File: src/rtl/spi_frame_ctrl.sv
// rtl/spi_frame_ctrl.sv - SPI command/frame sequencer in front of the image buffer
module spi_frame_ctrl #(
  parameter int          ADDR_W = 16,
  parameter int          DEPTH  = 65536,
  parameter logic [7:0]  DEV_ID = 8'hA5
) (
  input  logic              clk,
  input  logic              rst_n,
  input  logic              i_ss,
  input  logic              i_rx_valid,
  input  logic [7:0]        i_rx_byte,
  output logic [7:0]        o_tx_byte,
  output logic [ADDR_W-1:0] o_mem_addr,
  output logic [7:0]        o_mem_wdata,
  output logic              o_mem_we,
  output logic              o_mem_re,
  input  logic [7:0]        i_mem_rdata,
  output logic              o_busy,
  output logic              o_cmd_err
);

  localparam logic [2:0] ST_IDLE    = 3'd0;
  localparam logic [2:0] ST_ADDR_H  = 3'd1;
  localparam logic [2:0] ST_ADDR_L  = 3'd2;
  localparam logic [2:0] ST_WR_DATA = 3'd3;
  localparam logic [2:0] ST_RD_DATA = 3'd4;
  localparam logic [2:0] ST_DISCARD = 3'd5;

  localparam logic [7:0] OP_WRITE  = 8'h01;
  localparam logic [7:0] OP_READ   = 8'h02;
  localparam logic [7:0] OP_STATUS = 8'h03;
  localparam logic [7:0] OP_ID     = 8'h9F;

  logic [2:0]        state_q, state_d;
  logic              is_rd_q, is_rd_d;
  logic [7:0]        addr_hi_q, addr_hi_d;
  logic [ADDR_W-1:0] addr_q, addr_d;
  logic [7:0]        wdata_q, wdata_d;
  logic              we_q, we_d;
  logic              re_q, re_d;
  logic              rd_pend_q, rd_pend_d;
  logic [7:0]        tx_q, tx_d;
  logic              busy_q, busy_d;
  logic              cmd_err_q, cmd_err_d;
  logic              wrap_q, wrap_d;

  logic [15:0]       full_addr;
  logic              wrap_hit;
  logic [ADDR_W-1:0] addr_inc;

  assign full_addr = {addr_hi_q, i_rx_byte};

  always_comb begin
    wrap_hit = (addr_q == ADDR_W'(DEPTH - 1));
    addr_inc = wrap_hit ? '0 : addr_q + ADDR_W'(1);
  end

  always_comb begin
    state_d   = state_q;
    is_rd_d   = is_rd_q;
    addr_hi_d = addr_hi_q;
    addr_d    = addr_q;
    wdata_d   = wdata_q;
    we_d      = 1'b0;
    re_d      = 1'b0;
    rd_pend_d = re_q;
    tx_d      = tx_q;
    busy_d    = ~i_ss;
    cmd_err_d = cmd_err_q;
    wrap_d    = wrap_q;

    // Write address advances the cycle after its strobe.
    if (we_q) begin
      addr_d = addr_inc;
      if (wrap_hit) wrap_d = 1'b1;
    end

    if (rd_pend_q) tx_d = i_mem_rdata;

    if (i_ss) begin
      state_d   = ST_IDLE;
      rd_pend_d = 1'b0;
      tx_d      = 8'h00;
    end else if (i_rx_valid) begin
      case (state_q)
        ST_IDLE: begin
          tx_d = 8'h00;
          case (i_rx_byte)
            OP_WRITE: begin
              is_rd_d = 1'b0;
              state_d = ST_ADDR_H;
            end
            OP_READ: begin
              is_rd_d = 1'b1;
              state_d = ST_ADDR_H;
            end
            OP_STATUS: begin
              tx_d      = {cmd_err_q, wrap_q, 6'b0};
              cmd_err_d = 1'b0;
              wrap_d    = 1'b0;
              state_d   = ST_DISCARD;
            end
            OP_ID: begin
              tx_d    = DEV_ID;
              state_d = ST_DISCARD;
            end
            default: begin
              cmd_err_d = 1'b1;
              state_d   = ST_DISCARD;
            end
          endcase
        end
        ST_ADDR_H: begin
          addr_hi_d = i_rx_byte;
          tx_d      = 8'h00;
          state_d   = ST_ADDR_L;
        end
        ST_ADDR_L: begin
          addr_d = full_addr[ADDR_W-1:0];
          tx_d   = 8'h00;
          if (is_rd_q) begin
            re_d    = 1'b1;
            state_d = ST_RD_DATA;
          end else begin
            state_d = ST_WR_DATA;
          end
        end
        ST_WR_DATA: begin
          wdata_d = i_rx_byte;
          we_d    = 1'b1;
        end
        ST_RD_DATA: begin
          // Byte consumed: fetch the next location for the following transfer.
          addr_d = addr_inc;
          if (wrap_hit) wrap_d = 1'b1;
          re_d = 1'b1;
        end
        ST_DISCARD: tx_d = 8'h00;
        default:    state_d = ST_IDLE;
      endcase
    end
  end

  always_ff @(posedge clk or negedge rst_n) begin
    if (!rst_n) begin
      state_q   <= ST_IDLE;
      is_rd_q   <= 1'b0;
      addr_hi_q <= 8'h00;
      addr_q    <= '0;
      wdata_q   <= 8'h00;
      we_q      <= 1'b0;
      re_q      <= 1'b0;
      rd_pend_q <= 1'b0;
      tx_q      <= 8'h00;
      busy_q    <= 1'b0;
      cmd_err_q <= 1'b0;
      wrap_q    <= 1'b0;
    end else begin
      state_q   <= state_d;
      is_rd_q   <= is_rd_d;
      addr_hi_q <= addr_hi_d;
      addr_q    <= addr_d;
      wdata_q   <= wdata_d;
      we_q      <= we_d;
      re_q      <= re_d;
      rd_pend_q <= rd_pend_d;
      tx_q      <= tx_d;
      busy_q    <= busy_d;
      cmd_err_q <= cmd_err_d;
      wrap_q    <= wrap_d;
    end
  end

  assign o_tx_byte   = tx_q;
  assign o_mem_addr  = addr_q;
  assign o_mem_wdata = wdata_q;
  assign o_mem_we    = we_q;
  assign o_mem_re    = re_q;
  assign o_busy      = busy_q;
  assign o_cmd_err   = cmd_err_q;

endmodule

File: config.mk
export PLATFORM = sky130hd
export DESIGN_NAME = spi_frame_ctrl
export DESIGN_NICKNAME = d
export VERILOG_FILES = /design/src/rtl/spi_frame_ctrl.sv
export SDC_FILE = /design/constraint.sdc
export NUM_CORES = 1
export LEC_CHECK = 0
export CORE_MARGIN = 3
export CORE_UTILIZATION = 30
export DETAILED_ROUTE_END_ITERATION = 10
export GPL_ROUTABILITY_DRIVEN = 0
export PLACE_DENSITY = 0.56
export SLEW_MARGIN = 20
export SYNTH_ARGS = -nofsm -noshare
export SYNTH_HDL_FRONTEND = slang
export SYNTH_SLANG_ARGS = --single-unit
File: constraint.sdc
create_clock -name clk -period 2.9 [get_ports clk]
set_clock_uncertainty 0.15 [all_clocks]
set_input_delay 0.87 -clock clk [delete_from_list [all_inputs] [get_ports clk]]
set_output_delay 0.87 -clock clk [all_outputs]
set_load 0.01 [all_outputs]
### After elaboration in Yosys (flattened, before gate mapping)

Cells that the tools add are included.
Widths: inputs -> output; s select.

| word-level totals | value |
|---|---|
| flip-flop bits (word level) | 50 |
| logic and storage cells | 70 |
| input port bits | 20 |
| output and inout bits | 36 |

| cells by class | value |
|---|---|
| mux-type cells | 32 |
| reduce and logical (&&, ||, !) cells | 12 |
| bitwise operators | 2 |
| equal/unequal tests | 11 |
| $add $sub $neg | 1 |

Operators with widths:

| operator | number |
|---|---|
| $mux 16 | 4 |
| $pmux 16 s2 | 1 |
| $pmux 8 s2 | 2 |
| $mux 8 | 3 |
| $add 16x1->16 const B | 1 |
| $eq 16x16->1 const B | 1 |
| $eq 8x2->1 const B | 2 |
| $mux 1 | 13 |
| $mux 3 | 4 |
| $pmux 3 s4 | 1 |
| $reduce_or 3->1 | 3 |
| $eq 8x1->1 const B | 1 |
| $eq 8x8->1 const B | 1 |
| $pmux 1 s2 | 4 |
| $reduce_and 4->1 | 2 |
| $eq 3x2->1 const B | 2 |
| $eq 3x3->1 const B | 2 |
| $reduce_and 3->1 | 2 |
| $reduce_bool 2->1 | 2 |
| $eq 3x1->1 const B | 1 |
| $logic_not 3->1 | 1 |
| $ne 2x1->1 const B | 1 |
| $not 1->1 | 2 |
| $reduce_and 2->1 | 1 |
| $reduce_or 2->1 | 1 |

### Depth between registers and ports, before layout

Gate-level depths: netlist of run 1.

| depth | value |
|---|---|
| depth after elaboration | 7 |
| depth in mapped cells | 7 |
| mapped depth without buffers | 6 |

### Worst setup path after synthesis of run 1

No wires, ideal clock.

| timing | value |
|---|---|
| kind | input to register |
| start | in i_ss |
| end | reg addr_q[15], in the netlist o_mem_addr[15] |
| setup time | 0.132 ns |
| cell stages on the path | 7 |
| setup slack | 0.603 ns |
| buffers on the path | 2 |
| data required time | 2.618 ns |
| arrival time | 2.015 ns |
| path through | buf_2 nor3b_4 o21a_2 buf_6 o32ai_1 a21oi_1 o211ai_1 |

| between the ends | value |
|---|---|
| cells in the longest elaborated chain, start to end | 1 |

Ends and longest elaborated chain:

| element | line | source |
|---|---|---|
| from (decl) | 9 | `input logic i_ss,` |
| $mux 16 | 80 | `if (i_ss) begin` |
| net addr_d[15] | 37 | `logic [ADDR_W-1:0] addr_q, addr_d;` |
| to (signal assigned) | 162 | `addr_q <= addr_d;` |
| to (decl) | 37 |  |

The timed path passes the listed nets, and every way through them passes these cells.
A chain may end at the register's enable or synchronous reset.

### Worst setup path in the final report of run 1

| timing | value |
|---|---|
| start | reg addr_q[9], in the netlist o_mem_addr[9] |
| end | out o_mem_addr[9] |

RTL lines:

| element | line | source |
|---|---|---|
| to (decl) | 13 | `output logic [ADDR_W-1:0] o_mem_addr,` |

No word-level cell between the ends.

==> metrics.md, run 1 <==
| Metric | Value |
|---|---|
| # H-tree levels | `2` |
| Worst IR Drop VDD | `roughly 0.20 mV` |
| Vias per cell | `about 5.4` |
| Crit path from | `o_mem_addr[9]` |
| Setup TNS | `0 ps` |
| Slew Viols, Final | `0` |
| Period minus WS final | `roughly 2500 ps` |
| #FFs+latches synth | `50` |
| Top Ports | `between 50 and 60` |
| Initial antenna violation count | `0` |
| Tot GR Track Use | `15.5%` |
| Leakage | `1.45 nW` |
| DR WL/cell | `approximately 17 um` |
| Setup-failing EPs final | `0` |
| DRC Markers | `0` |
| Slew Limit Headroom | `between 50% and 60%` |
| Initial Util | `31.4%` |
| Hold_ws | `365 ps` |
| Overall power | `about 2.2 mW` |
| Post-synth EDFFs | `0` |
| Critical R2R Capture | `o_mem_addr[3]` |
| Worst path depth | `1` |
| Asr flop ratio synth | `100%` |
| Yosys warns | `0` |
| IO buf count | `55` |
| Mapped Nets | `approximately 300` |
| Largest net degree at the start of global routing | `51` |
| Initial drt markers | `112` |
| Number of global-route vias before repair | `roughly 2500` |
| Final #Nets | `about 370` |
| Detail Route Antenna Nets | `0` |
| Post-CTS sizing | `0` |
| CP Launch Type | `flop` |
| Vert. Die Dim | `a little over 100 um` |
| CTS Buf Count | `5` |
| CP delay by family, top | `buffers and inverters` |
| Setup Buffers After CTS | `0` |
| Power Density | `about 610 nW/um^2` |
| Synth Cell Area | `approximately 2800 um^2` |
| Required time of the critical path | `between 1500 and 2000 ps` |
| Core footprint | `between 8000 and 9000 um^2` |
| Max-capacitance violation count | `0` |
| Final core utilization | `40.8%` |
| Slowest stage delay, CP | `approximately 610 ps` |
| Layout cells sized above 1 | `17.4%` |
| Worst Setup EP | `o_mem_addr[9]` |
| Final Hold Viols | `0` |
| Setup slack, reg-to-reg | `around 730 ps` |
| Status | `complete, no violations` |
| Placed Area | `3490 um^2` |
| Routed WL | `between 7000 and 8000 um` |
| Crit path buffers/inverters | `1` |
| Ant diodes | `0` |
| Clk buf depth | `2` |
| Register area share after synthesis | `45.0%` |
| HP Class | `reg -> reg` |
| Slowest CP cell | `clkdlybuf4s50_1` |
| Post-synth cell types | `60` |
| Tcrit/Tclk final | `roughly 86%` |
| Die Area | `10500 um^2` |
| Crit path cell chain | `clkdlybuf4s50_1` |
| Die Width | `approximately 100 um` |
| Worst-path clk slew | `around 100 ps` |
| HPWL after DPL | `approximately 5600 um` |
| Post-route cell area | `roughly 3600 um^2` |
| TritonCTS clock tree | `done` |
| Hold_buf cts | `0` |
| Skew-Pair Late Insertion Delay | `approximately 310 ps` |
| RSZ-0062 raised after global routing | `no` |
| Crit Path Max Fanout | `9` |
| Synth-to-layout area growth | `29.9%` |
| GRT overflow | `0` |
| Vias | `2429` |
| Worst Tran Pin Value | `between 600 and 700 ps` |
| CP arrival | `1470 ps` |
| WS Path Type | `reg -> out` |
| Root Buffer | `clkbuf_8` |
| Clock Sinks | `50` |
| Crit end category | `output pin` |
| Syn Area/Cell | `between 9 and 10 um^2` |
| Row cnt | `34` |
| Timing-limited maximum frequency | `~400 MHz` |
| Fillcell total | `~920` |
| FF-to-FF Start | `o_mem_addr[0]` |
| Post-Synthesis Cells | `between 200 and 300` |
| First-pass GRT wire length | `roughly 13000 um` |
| DR pass1 iterations | `4` |
| Leading register cell type out of synthesis | `dfrtp_1` |
| R2r worst-path depth | `6` |
final cells by class:
cell class	instances	area, um^2	area share, %
flip-flops and latches	50	1250	34.6
clock inverters	2	38.8	1.07
inverters	5	18.8	0.519
clock buffers	6	82.6	2.29
multi-input cells	211	1420	39.3
repair buffers	71	666	18.4
well taps	108	135	3.74
logic make-up after synthesis:
logic type,after synthesis,synth area share [%]
buffers and inverters,22,3.96
adder cells (fa/ha/maj),1,0.450
AO/OA/AOI/OAI,71,17.0
AND/OR/NAND/NOR,103,20.3
XOR/XNOR,8,2.52
flip-flops,50,45.0
multiplexers,28,10.8
placed cells by master, fill, tap and decap left out, types with 4 or more instances in the layout:
master	netlist	layout
clkdlybuf4s50_1	0	54
dfrtp_1	50	50
nand2_1	29	29
nor2_1	19	19
mux2_2	17	17
buf_4	3	16
nand3_1	13	13
o21ai_1	12	12
a21oi_1	12	12
mux2i_1	11	11
o21ai_0	8	8
nand4_1	6	6
nor3_1	6	6
o22ai_1	6	6
clkbuf_8	0	6
a31oi_1	5	5
xor2_1	5	5
a22oi_1	5	5
nor2b_1	4	4
inv_1	4	4
report_power, final:
group          switching (mW)  internal, mW
clock network           0.253         0.284
registers               0.193         0.833
logic                   0.286         0.358
total                   0.732          1.47
state kept, by name, summed over array words and instances (netlist names):
signal and flops:
addr_hi_q 8, is_rd_q 1, o_busy 1, o_cmd_err 1, o_mem_addr 16, o_mem_re 1, o_mem_wdata 8, o_mem_we 1
o_tx_byte 8, rd_pend_q 1, state_q 3, wrap_q 1
per-stage QoR:
step | worst slack, ps | std cells
6_report | 407 | 453
3_5_place_dp | 212 | 445
3_3_place_gp | 266 | 445
4_1_cts | 396 | 453
2_1_floorplan | 603 | 283
5_1_grt | 354 | 453
how the worst min path moves through the flow:
stage                 start  cells past startpoint        endpoint  slack [ps]
2_1_floorplan  addr_hi_q[4]                      2  o_mem_addr[12]         290
3_3_place_gp   addr_hi_q[6]                      1    addr_hi_q[6]         340
3_5_place_dp   addr_hi_q[6]                      2  o_mem_addr[14]         330
4_1_cts        addr_hi_q[6]                      2  o_mem_addr[14]         370
5_1_grt        addr_hi_q[5]                      1    addr_hi_q[5]         390
6_report           o_mem_re                      1       rd_pend_q         370
metal layers:
layer / GRT usage [%] / share of wire [%] / routed length [um]
met1: 22.1 / 47 / 3590
met2: 24.5 / 46 / 3480
met3: 2.73 / 5.7 / 430
met4: 3.94 / 0.94 / 71
met5: 0 / 0 / 0
Yosys cell counts (7+ instances only):
cell type | instances | share of area [%]
nand2_1 | 29 | 3.9
nor2_1 | 19 | 2.6
o21ai_0 | 8 | 1.4
mux2_2 | 17 | 6.9
buf_2 | 7 | 1.3
mux2i_1 | 11 | 4.0
a21oi_1 | 12 | 2.2
dfrtp_1 | 50 | 45
nand3_1 | 13 | 2.3
o21ai_1 | 12 | 2.2
(Power assumes the default switching activity.)
==> inputs of run 2 (changes only) <==
Settings changed: CTS_BUF_LIST from default to sky130_fd_sc_hd__clkbuf_16.
==> metrics.md, run 2 (synthesis results as in run 1) <==
| Metric | Value |
|---|---|
| Status | `complete, no violations (unchanged)` |
| Slowest stage delay, CP | `610 ps (about the same)` |
| Crit Path Max Fanout | `9 (unchanged)` |
| Die Width | `102 um (unchanged)` |
| Timing-limited maximum frequency | `405 MHz (was 401 MHz)` |
| Leakage | `1.47 nW (was 1.45 nW)` |
| Worst IR Drop VDD | `0.285 mV (was 0.197 mV)` |
| Skew-Pair Late Insertion Delay | `290 ps (was 310 ps)` |
| Number of flip-flops in the largest register | `16 (unchanged)` |
| Final Hold Viols | `0 (unchanged)` |
| Placed Area | `3490 um^2 (unchanged)` |
| Period minus WS final | `2470 ps (was 2490 ps)` |
| Initial Util | `31.4% (unchanged)` |
| Root Buffer | `clkbuf_16 (was clkbuf_8)` |
| Commonest cells after routing, fill and taps aside | `clkdlybuf4s50_1, dfrtp_1, nand2_1 (unchanged)` |
| Setup-failing EPs final | `0 (unchanged)` |
| Largest net degree at the start of global routing | `51 (unchanged)` |
| Vias | `2432 (was 2429)` |
| Crit path buffers/inverters | `1 (unchanged)` |
| Hold_buf cts | `0 (unchanged)` |
| HP Class | `reg -> reg (unchanged)` |
| RSZ-0062 raised after global routing | `no (unchanged)` |
| WS Path Type | `reg -> out (unchanged)` |
| Clock Sinks | `50 (unchanged)` |
| Slowest CP cell | `clkdlybuf4s50_1 (unchanged)` |
| Core footprint | `8850 um^2 (unchanged)` |
| Detail Route Antenna Nets | `0 (unchanged)` |
| Initial antenna violation count | `0 (unchanged)` |
| Setup TNS | `0 ps (unchanged)` |
| Initial drt markers | `105 (was 112)` |
| DR WL/cell | `16.7 um (about the same)` |
| GR Layer Usage met2 | `24.5% (unchanged)` |
| Tcrit/Tclk final | `85.1% (was 86.0%)` |
| Required time of the critical path | `1880 ps (about the same)` |
| First-pass GRT wire length | `12700 um (about the same)` |
| HPWL after DPL | `5600 um (unchanged)` |
| # H-tree levels | `2 (unchanged)` |
| Tot GR Track Use | `15.5% (about the same)` |
| CTS Buf Count | `5 (unchanged)` |
| Ant diodes | `0 (unchanged)` |
| Slew Limit Headroom | `57.0% (was 56.8%)` |
| Crit path cell chain | `clkdlybuf4s50_1 (unchanged)` |
| GRT met1 Usage | `22.2% (was 22.1%)` |
| Synth-to-layout area growth | `31.5% (was 29.9%)` |
| CP delay by family, top | `buffers and inverters (unchanged)` |
| Worst Tran Pin Value | `644 ps (was 648 ps)` |
| Post-CTS sizing | `0 (unchanged)` |
| CP arrival | `1450 ps (was 1470 ps)` |
| Top Ports | `56 (unchanged)` |
| Die Area | `10500 um^2 (unchanged)` |
| Max-capacitance violation count | `0 (unchanged)` |
| Crit end category | `output pin (unchanged)` |
| Met3 usage | `2.73% (unchanged)` |
| Power Density | `642 nW/um^2 (was 611 nW/um^2)` |
| Commonest non-fill, non-tap cell in the layout | `clkdlybuf4s50_1 (unchanged)` |
| CP Launch Type | `flop (unchanged)` |
| Overall power | `2.35 mW (was 2.21 mW)` |
| DR pass1 iterations | `4 (unchanged)` |
| Slew Viols, Final | `0 (unchanged)` |
| Clk buf depth | `2 (unchanged)` |
| GRT overflow | `0 (unchanged)` |
| DRC Markers | `0 (unchanged)` |
| Post-route cell area | `3660 um^2 (was 3610 um^2)` |
| Routed WL | `7580 um (was 7570 um)` |
| GR peak layer | `met2 (unchanged)` |
| Vert. Die Dim | `102 um (unchanged)` |
| Layout cells sized above 1 | `17.1% (was 17.4%)` |
| TritonCTS clock tree | `done (unchanged)` |
| Vias per cell | `5.37 (was 5.36)` |
| Number of global-route vias before repair | `2464 (was 2471)` |
| IO buf count | `55 (unchanged)` |
| Worst-path clk slew | `70 ps (was 100 ps)` |
| Row cnt | `34 (unchanged)` |
| Setup Buffers After CTS | `0 (unchanged)` |
| Final #Nets | `365 (unchanged)` |
## run 2: metal layers
metal  vias up  part of all wire, %
li1       1157                    -
met1      1196                   48
met2        73                   45
met3         6                  5.8
met4         0                  1.1
met5         -                    0
## run 2: layout make-up
| type | count | area (um^2) |
|---|---|---|
| fillers | 917 | 5190 |
| clock inverters | 3 | 42.5 |
| repair buffers | 71 | 666 |
| clock buffers | 5 | 125 |
| inverters | 5 | 18.8 |
| flip-flops and latches | 50 | 1250 |
| well taps | 108 | 135 |
| multi-input cells | 211 | 1420 |
## run 2: per-stage QoR
step                      setup WS (ps)  hold slack (ps)  util, %  std cells
final                               433              358     41.4        453
after global routing                390              385     41.4        453
after CTS                           433              355     41.4        453
after detailed placement            212              333     39.5        445
after global placement              266              341     39.5        445
after floorplan                     603              293        -        283
## run 2: report_power, final
part           internal [mW]  switching, mW  total (mW)
clock                  0.408          0.270       0.677
combinational          0.358          0.286       0.644
sequential             0.833          0.193        1.03
## run 2: final timing paths
check	from	end	slack (ps)	depth (start not counted)
min in group asynchronous	rst_n	o_mem_addr[5]	530	2
max in group asynchronous	rst_n	o_mem_addr[9]	1630	2
setup reg to reg	o_mem_addr[0]	o_mem_addr[3]	750	6
hold reg to reg	o_mem_re	rd_pend_q	360	1
hold / removal	o_mem_re	rd_pend_q	360	1
setup / recovery	o_mem_addr[9]	o_mem_addr[9]	430	1
==> inputs of run 3 (changes only) <==
Settings changed: ABC_CLOCK_PERIOD_IN_PS from default to 2900, SETUP_SLACK_MARGIN from default to 0.1.
==> results of run 3 <==
No change in the layout: final DEF, timing and power equal those of run 2.
